## src/rtl/field_pkg.sv

```systemverilog
// Shared playfield geometry, cell indexing and line-clear FSM encoding.
// Used by the line-clear engine, the background latch and the collision checker.
package field_pkg;

   localparam int FIELD_ROWS = 20;
   localparam int FIELD_COLS = 20;
   localparam int FIELD_BITS = FIELD_ROWS * FIELD_COLS;

   typedef enum logic {
      ST_IDLE = 1'b0,
      ST_SCAN = 1'b1
   } field_state_e;

   // Row 0 is the top row; cell (r,c) lives at bit r*COLS+c.
   function automatic int cell_idx(input int r, input int c);
      return r * FIELD_COLS + c;
   endfunction

endpackage

```

## src/rtl/field_row_full.sv

```systemverilog
// Combinational test: is row ptr of the field completely occupied?
module field_row_full
   import field_pkg::*;
#(
   parameter int ROWS  = FIELD_ROWS,
   parameter int COLS  = FIELD_COLS,
   parameter int PTR_W = $clog2(ROWS)
) (
   input  logic [ROWS*COLS-1:0] field,
   input  logic [PTR_W-1:0]     ptr,
   output logic                 full
);

   always_comb begin
      full = &field[ptr*COLS +: COLS];
   end

endmodule

```

## src/rtl/field_line_clear.sv

```systemverilog
// Scans the settled field bottom-up one row per cycle, removing full rows and
// dropping everything above them; returns the compacted field with a done pulse.
module field_line_clear
   import field_pkg::*;
#(
   parameter int ROWS  = FIELD_ROWS,
   parameter int COLS  = FIELD_COLS,
   parameter int CNT_W = 5
) (
   input  logic                  clk,
   input  logic                  reset_n,
   input  logic                  start,
   input  logic [ROWS*COLS-1:0]  field_in,
   output logic                  busy,
   output logic                  done,
   output logic [ROWS*COLS-1:0]  field_out,
   output logic [CNT_W-1:0]      lines_cleared,
   output field_state_e          dbg_state
);

   localparam int PTR_W = $clog2(ROWS);
   localparam int BITS  = ROWS * COLS;
   localparam logic [PTR_W-1:0] PTR_TOP = PTR_W'(ROWS - 1);

   // Handshake: start is sampled only in IDLE; busy covers the scan; done is a
   // single-cycle pulse and field_out/lines_cleared hold until the next done.
   field_state_e     state_q, state_d;
   logic [BITS-1:0]  work_q, work_d;
   logic [PTR_W-1:0] ptr_q, ptr_d;
   logic [CNT_W-1:0] cnt_q, cnt_d;
   logic             busy_q, busy_d;
   logic             done_q, done_d;
   logic [BITS-1:0]  field_out_q, field_out_d;
   logic [CNT_W-1:0] lines_q, lines_d;
   logic             row_full;

   field_row_full #(
      .ROWS  (ROWS),
      .COLS  (COLS),
      .PTR_W (PTR_W)
   ) u_row_full (
      .field (work_q),
      .ptr   (ptr_q),
      .full  (row_full)
   );

   always_comb begin
      state_d     = state_q;
      work_d      = work_q;
      ptr_d       = ptr_q;
      cnt_d       = cnt_q;
      busy_d      = busy_q;
      done_d      = 1'b0;
      field_out_d = field_out_q;
      lines_d     = lines_q;
      unique case (state_q)
         ST_IDLE: begin
            if (start) begin
               work_d  = field_in;
               ptr_d   = PTR_TOP;
               cnt_d   = '0;
               busy_d  = 1'b1;
               state_d = ST_SCAN;
            end
         end
         ST_SCAN: begin
            if (row_full) begin
               // Drop rows 0..ptr-1 by one; ptr stays so the new row ptr is re-examined.
               for (int r = 0; r < ROWS; r++) begin
                  if (r == 0) begin
                     work_d[0 +: COLS] = '0;
                  end else if (PTR_W'(r) <= ptr_q) begin
                     work_d[r*COLS +: COLS] = work_q[(r-1)*COLS +: COLS];
                  end
               end
               cnt_d = cnt_q + CNT_W'(1);
            end else if (ptr_q != '0) begin
               ptr_d = ptr_q - PTR_W'(1);
            end else begin
               field_out_d = work_q;
               lines_d     = cnt_q;
               done_d      = 1'b1;
               busy_d      = 1'b0;
               state_d     = ST_IDLE;
            end
         end
         default: state_d = ST_IDLE;
      endcase
   end

   always_ff @(posedge clk or negedge reset_n) begin
      if (!reset_n) begin
         state_q     <= ST_IDLE;
         work_q      <= '0;
         ptr_q       <= '0;
         cnt_q       <= '0;
         busy_q      <= 1'b0;
         done_q      <= 1'b0;
         field_out_q <= '0;
         lines_q     <= '0;
      end else begin
         state_q     <= state_d;
         work_q      <= work_d;
         ptr_q       <= ptr_d;
         cnt_q       <= cnt_d;
         busy_q      <= busy_d;
         done_q      <= done_d;
         field_out_q <= field_out_d;
         lines_q     <= lines_d;
      end
   end

   assign busy          = busy_q;
   assign done          = done_q;
   assign field_out     = field_out_q;
   assign lines_cleared = lines_q;
   assign dbg_state     = state_q;

endmodule

```

## config.mk

```make
export PLATFORM = sky130hd
export DESIGN_NAME = field_line_clear
export DESIGN_NICKNAME = d
export VERILOG_FILES = /design/src/rtl/field_pkg.sv /design/src/rtl/field_row_full.sv /design/src/rtl/field_line_clear.sv
export SDC_FILE = /design/constraint.sdc
export NUM_CORES = 1
export LEC_CHECK = 0
export BUFFER_PORTS_ARGS = -buffer_cell sky130_fd_sc_hd__buf_4
export CAP_MARGIN = 20
export CORE_MARGIN = 8
export CORE_UTILIZATION = 30
export CTS_BUF_LIST = sky130_fd_sc_hd__clkbuf_8
export DETAILED_ROUTE_END_ITERATION = 12
export GPL_TIMING_DRIVEN = 0
export HOLD_SLACK_MARGIN = 0.15
export PLACE_DENSITY = 0.53
export SYNTH_ARGS = -nofsm -noshare
export SYNTH_HDL_FRONTEND = slang
export SYNTH_HIERARCHICAL = 1
export SYNTH_SLANG_ARGS = --single-unit
```

## constraint.sdc

```tcl
create_clock -name clk -period 9.2 [get_ports clk]
set_clock_uncertainty 0.05 [all_clocks]
set_input_delay 0.46 -clock clk [delete_from_list [all_inputs] [get_ports clk]]
set_output_delay 0.46 -clock clk [all_outputs]
set_load 0.005 [all_outputs]
```

# --- Word level (Yosys, flattened, before mapping) ---
# Cells that the tools add are included.
classes:
  n_addsub: 2
  mul: 1
  order_cmp: 19
  eq_ne: 24
  n_shift: 1
  muxes: 40
  bitwise_logic: 3
  reduce_logical: 25
ops:
  columns: ["operator", "n"]
  rows:
  - ["400-bit 2-to-1 mux", 2]
  - ["400-bit one-hot mux with 2 select lines", 1]
  - ["400-bit by 11-bit indexed part select with 20-bit output", 1]
  - ["20-bit 2-to-1 mux", 19]
  - ["3-bit AND reduction", 22]
  - ["2-bit by 1-bit != test with 1-bit output (second input constant)", 21]
  - ["4-bit by 5-bit less-or-equal comparator with 1-bit output (first input constant)", 8]
  - ["5-bit 2-to-1 mux", 5]
  - ["3-bit by 5-bit less-or-equal comparator with 1-bit output (first input constant)", 4]
  - ["5-bit less-or-equal comparator (first input constant)", 4]
  - ["5-bit one-hot mux with 2 select lines", 2]
  - ["20-bit AND reduction", 1]
  - ["2-bit by 5-bit less-or-equal comparator with 1-bit output (first input constant)", 2]
  - ["1-bit 2-to-1 mux", 9]
  - ["5-bit by 3-bit multiplier with 8-bit output (second input constant)", 1]
  - ["2-bit != test (second input constant)", 3]
  - ["5-bit by 1-bit adder with 5-bit output (second input constant)", 1]
  - ["1-bit by 5-bit less-or-equal comparator with 1-bit output (first input constant)", 1]
  - ["5-bit nonzero test", 1]
  - ["5-bit by 1-bit subtractor with 5-bit output (second input constant)", 1]
  - ["1-bit one-hot mux with 2 select lines", 2]
  - ["1-bit NOT", 3]
  - ["2-bit AND reduction", 1]
word_totals:
  register_bits: 818
  in_bits: 403
  output_inout_bits: 408
  word_cells: 142

# --- Logic depth before layout (Yosys ltp) ---
logic_depth:
  depth_word: 5
  ltp_mapped: 16
  depth_no_buf: 11

# --- Cells and area by module ---
# Netlist, hierarchy kept.
by_module_without_submodules:
  columns: ["mod", "instances", "cells_per_inst", "area_per_inst_um2", "seq_area_each_um2"]
  rows:
  - ["field_line_clear", 1, 3315, 35014.8, 20469.6]
  - ["field_row_full", 1, 218, 1456.4, 0.0]

# --- Worst setup path after synthesis ---
# Ideal clock, no wire load.
synth_path:
  path_kind: "register -> register"
  from: "register ptr_q[0]"
  to: "register work_q[160]"
  setup_time_ns: 0.125
  arrival_time_ns: 3.124
  required_time_ns: 9.025
  path_slack_ns: 5.901
  stages_incl_launch_ff: 14
  path_buffers: 4
  synth_period_minus_slack_ns: 3.299
  path_cell_list: "dfrtp_1 -> buf_6 -> inv_4 -> mux4_2 -> a211o_1 -> a32o_1 -> nor4_2 -> buf_2 -> mux2i_2 -> buf_6 -> nor4b_4 -> a21o_4 -> buf_12 -> mux2_4"
synth_via:
  elab_chain_len: 5
  elab_cells_between_ends: 7
  cone_classes: "1 x mul; 1 x order compare; 2 x eq/ne; 1 x shift; 2 x reduce/logical"
synth_lines:
  columns: ["item", "line_no", "rtl"]
  rows:
  - ["start, declared", "field_line_clear.sv:29", "logic [PTR_W-1:0] ptr_q, ptr_d;"]
  - ["start signal, assigned", "field_line_clear.sv:104", "ptr_q <= ptr_d;"]
  - ["5-bit by 3-bit multiplier with 8-bit output", "field_row_full.sv:15", "full = &field[ptr*COLS +: COLS];"]
  - ["400-bit by 11-bit indexed part select with 20-bit output", "field_row_full.sv:15", null]
  - ["20-bit AND reduction", "field_row_full.sv:15", null]
  - ["net row_full", "field_line_clear.sv:35", "logic row_full;"]
  - ["2-bit by 1-bit != test with 1-bit output (no source line)", null, null]
  - ["3-bit AND reduction (no source line)", null, null]
  - ["end signal, assigned", "field_line_clear.sv:103", "work_q <= work_d;"]
  - ["end, declared", "field_line_clear.sv:28", "logic [BITS-1:0] work_q, work_d;"]
# The timed path passes the listed nets, and every way through them passes these cells.
# A chain may end at the register's enable or synchronous reset.

# --- Worst setup path after layout ---
layout_path:
  from: "register ptr_q[1]"
  to: "register field_out_q[198], in the netlist field_out[198]"
layout_via:
  elab_chain_len: 5
  elab_cells_between_ends: 7
  cone_classes: "1 x mul; 1 x shift; 2 x bitwise; 3 x reduce/logical"
layout_lines:
  columns: ["item", "line_no", "rtl"]
  rows:
  - ["5-bit by 3-bit multiplier with 8-bit output", "field_row_full.sv:15", null]
  - ["400-bit by 11-bit indexed part select with 20-bit output", "field_row_full.sv:15", null]
  - ["20-bit AND reduction", "field_row_full.sv:15", null]
  - ["net row_full", "field_line_clear.sv:35", null]
  - ["1-bit NOT (no source line)", null, null]
  - ["3-bit AND reduction (no source line)", null, null]
  - ["end signal, assigned", "field_line_clear.sv:108", "field_out_q <= field_out_d;"]
  - ["end, declared", "field_line_clear.sv:33", "logic [BITS-1:0] field_out_q, field_out_d;"]
# The timed path passes the listed nets, and every way through them passes these cells.

==> flow_metrics.env <==
export IMPL_outcome="finished clean"
export IMPL_grt_max_degree=112
export IMPL_grt_pass1_wl_um=242000
export IMPL_start_kind="flip-flop"
export IMPL_num_nets_final=5324
export IMPL_gp_congestion=0.900
export IMPL_r2r_start="ptr_q[1]"
export IMPL_ioPinCount=811
export IMPL_setup_viol=0
export IMPL_final_common_cell="nand2_1"
export IMPL_utilization_pct=42.9
export IMPL_cts_root_buf="clkbuf_8"
export IMPL_drc=0
export IMPL_cts_buffer_depth=3
export IMPL_reg2regPathDepth=15
export IMPL_finalMaxSlewViolations=0
export IMPL_hold_viol_final=0
export IMPL_syn_num_nets=3941
export IMPL_worst_pin_slew_ps=1190
export IMPL_slew_headroom_pct=20.7
export IMPL_peakVddDrop_v=0.000163
export IMPL_fin_ws_ps=3320
export IMPL_rsz0062_at_grt="false"
export IMPL_dp_hpwl_um=132000
export IMPL_clock_sinks=818
export IMPL_avgRoutedWirePerCell_um=25.6
export IMPL_final_cell_mix="nand2_1, buf_4, dfrtp_1"
export IMPL_ys_flop_type="dfrtp_1"
export IMPL_drt_wl_total_um=171000
export IMPL_fmax_mhz=170
export IMPL_hold_start="field_in[13]"
export IMPL_antenna_found_initial=27
export IMPL_crit_type="reg -> reg"
export IMPL_synth_cell_types=65
export IMPL_post_place_ws_ps=3230
export IMPL_nFillCells=11900
export IMPL_ys_ff_latch=818
export IMPL_powerDensity_nw_per_um2=335
export IMPL_htree_levels=4
export IMPL_dpl_cell_area_um2=44900
export IMPL_stdcell_area_um2=52100
export IMPL_dieArea_um2=133000
export IMPL_grt_total_usage_pct=24.9
export IMPL_clk_pin_slew_ps=60
export IMPL_clk_latency_ps=840
export IMPL_cap_violations=0
export IMPL_syn_area_per_cell_um2=10.3
export IMPL_ys_seq_area_share_pct=56.1
export IMPL_initial_core_util_pct=30.1
export IMPL_drtIter0Drc=2482
export IMPL_drtAntennaViolNets=0
export IMPL_tritoncts="done"
export IMPL_holdCritPathClass="in -> reg"
export IMPL_worstPathMaxFanout=12
export IMPL_core_area_um2=121000
export IMPL_cts_buffers=149
export IMPL_post_route_min_period_ps=5880
export IMPL_hold_depth=3
export IMPL_critPathCaptureType="flip-flop"
export IMPL_grt_pass1_vias=33400
export IMPL_async_flop_share_pct=100
export IMPL_area_growth_pct=42.7
export IMPL_worstPathRequired_ps=9920
export IMPL_period_share_pct=63.9
export IMPL_postSynthCellCount=3533
export IMPL_drt_first_pass_iters=6
export IMPL_via_count=32100
export IMPL_synth_edf_count=0
export IMPL_std_cell_rows=128
export IMPL_portBuffers=810
export IMPL_syn_area_um2=36500
export IMPL_startpoint="ptr_q[1]"
export IMPL_die_h_um=365
export IMPL_die_x_um=365
export IMPL_tns_ps=0
export IMPL_critPathArrivalTime_ps=6590
export IMPL_cts_setup_buffers=0
export IMPL_drive_gt1_share_pct=30.9
export IMPL_leakage_nw=26.3
export IMPL_vias_per_cell=4.81
export IMPL_grt_remaining_overflow=0
export IMPL_ys_warn_count=6
-- metrics by stage --
stage / total power [mW] / hold slack, ps / cells
final: 17.5 / 362 / 6671
after global routing: 18.5 / 298 / 6662
after CTS: 17.6 / 240 / 6646
after detailed placement: 13.8 / 413 / 5983
after global placement: 13.7 / 411 / 5968
after floorplan: 9.90 / 114 / 3533
-- synthesized netlist by cell type (13+ instances only) --
library cell / instances / share of area, %
mux2_2: 287 / 8.9
mux2_4: 60 / 2.5
nor3_1: 13 / 0.18
a22o_1: 21 / 0.50
o21ai_0: 41 / 0.56
mux2i_1: 201 / 5.5
a21oi_1: 186 / 2.6
dfrtp_1: 818 / 56
nand4_1: 89 / 1.5
nor2_1: 201 / 2.1
mux2_1: 14 / 0.43
buf_2: 102 / 1.4
clkbuf_1: 69 / 0.71
nand3_1: 21 / 0.29
buf_4: 27 / 0.56
nand2_1: 1257 / 13
-- power breakdown --
group          switching (mW)  total, mW  internal, mW
clock                    1.67       3.56          1.90
combinational            3.42       6.72          3.30
sequential               1.90       7.17          5.27
total                    6.99       17.5          10.5
-- cell families (layout without fill, tap and decap cells) --
family | count (synthesis) | count (layout) | share of synthesized area (%)
AOI/OAI and AO/OA | 303 | 303 | 4.87
adders and majority gates | 5 | 5 | 0.172
buffers and inverters | 223 | 1711 | 3.27
muxes | 571 | 571 | 17.8
other | 0 | 25 | 0
xor gates and xnor gates | 3 | 3 | 0.0721
and+or+nand+nor | 1610 | 1610 | 17.6
DFF | 818 | 818 | 56.1
-- final cells by class --
type	count	area, µm²	share of cell area [%]
Tap cell	1625	2030	3.91
Inverter	7	28.8	0.0553
Timing Repair Buffer	1232	10500	20.1
Clock inverter	68	419	0.805
Buffer	216	1160	2.24
Clock buffer	188	2590	4.97
Multi-Input combinational cell	2492	14800	28.4
Sequential cell	818	20500	39.3
Antenna cell	25	62.6	0.120
-- path summary, 6_finish.rpt --
check | endpoint | slack (ps)
worst min register to register | field_out[146] | 420
worst max-delay path | field_out[198] | 3320
worst max register to register | field_out[198] | 3320
max in group asynchronous | work_q[213] | 6310
worst min-delay path | work_q[13] | 360
min in group asynchronous | field_out[100] | 730
-- critical path, cell delays in order, from the launching register on --
cell and delay (ps):
dfrtp_1 550, buf_2 560, buf_2 540, buf_2 440, a211oi_1 130, nor3_1 640
o32ai_1 240, nor4_2 280, buf_2 250, nor2b_1 120, nand2_1 100, buf_2 440
clkbuf_1 800, buf_2 460, nand2_1 110, nand2_1 70
-- sequential cells by signal (all words and copies together) (netlist names) --
register,count
busy,1
ptr_q,5
dbg_state,1
cnt_q,5
work_q,400
done,1
lines_cleared,5
field_out,400
-- metal layers --
metal | up-vias | part of all wire (%) | routed length (µm) | global-route usage, %
li1 | 14600 | - | - | -
met1 | 16000 | 41 | 70800 | 31.3
met2 | 1174 | 48 | 82000 | 41.3
met3 | 280 | 7.0 | 11900 | 6.43
met4 | 6 | 3.7 | 6360 | 9.11
met5 | - | 0.020 | 34 | 0
-- timing repair --
item                                   4_1_cts  5_1_grt
endpoints found under the hold margin      678        0
resized for setup                            0        0
hold buffers                               407        0
(Power assumes the default switching activity.)
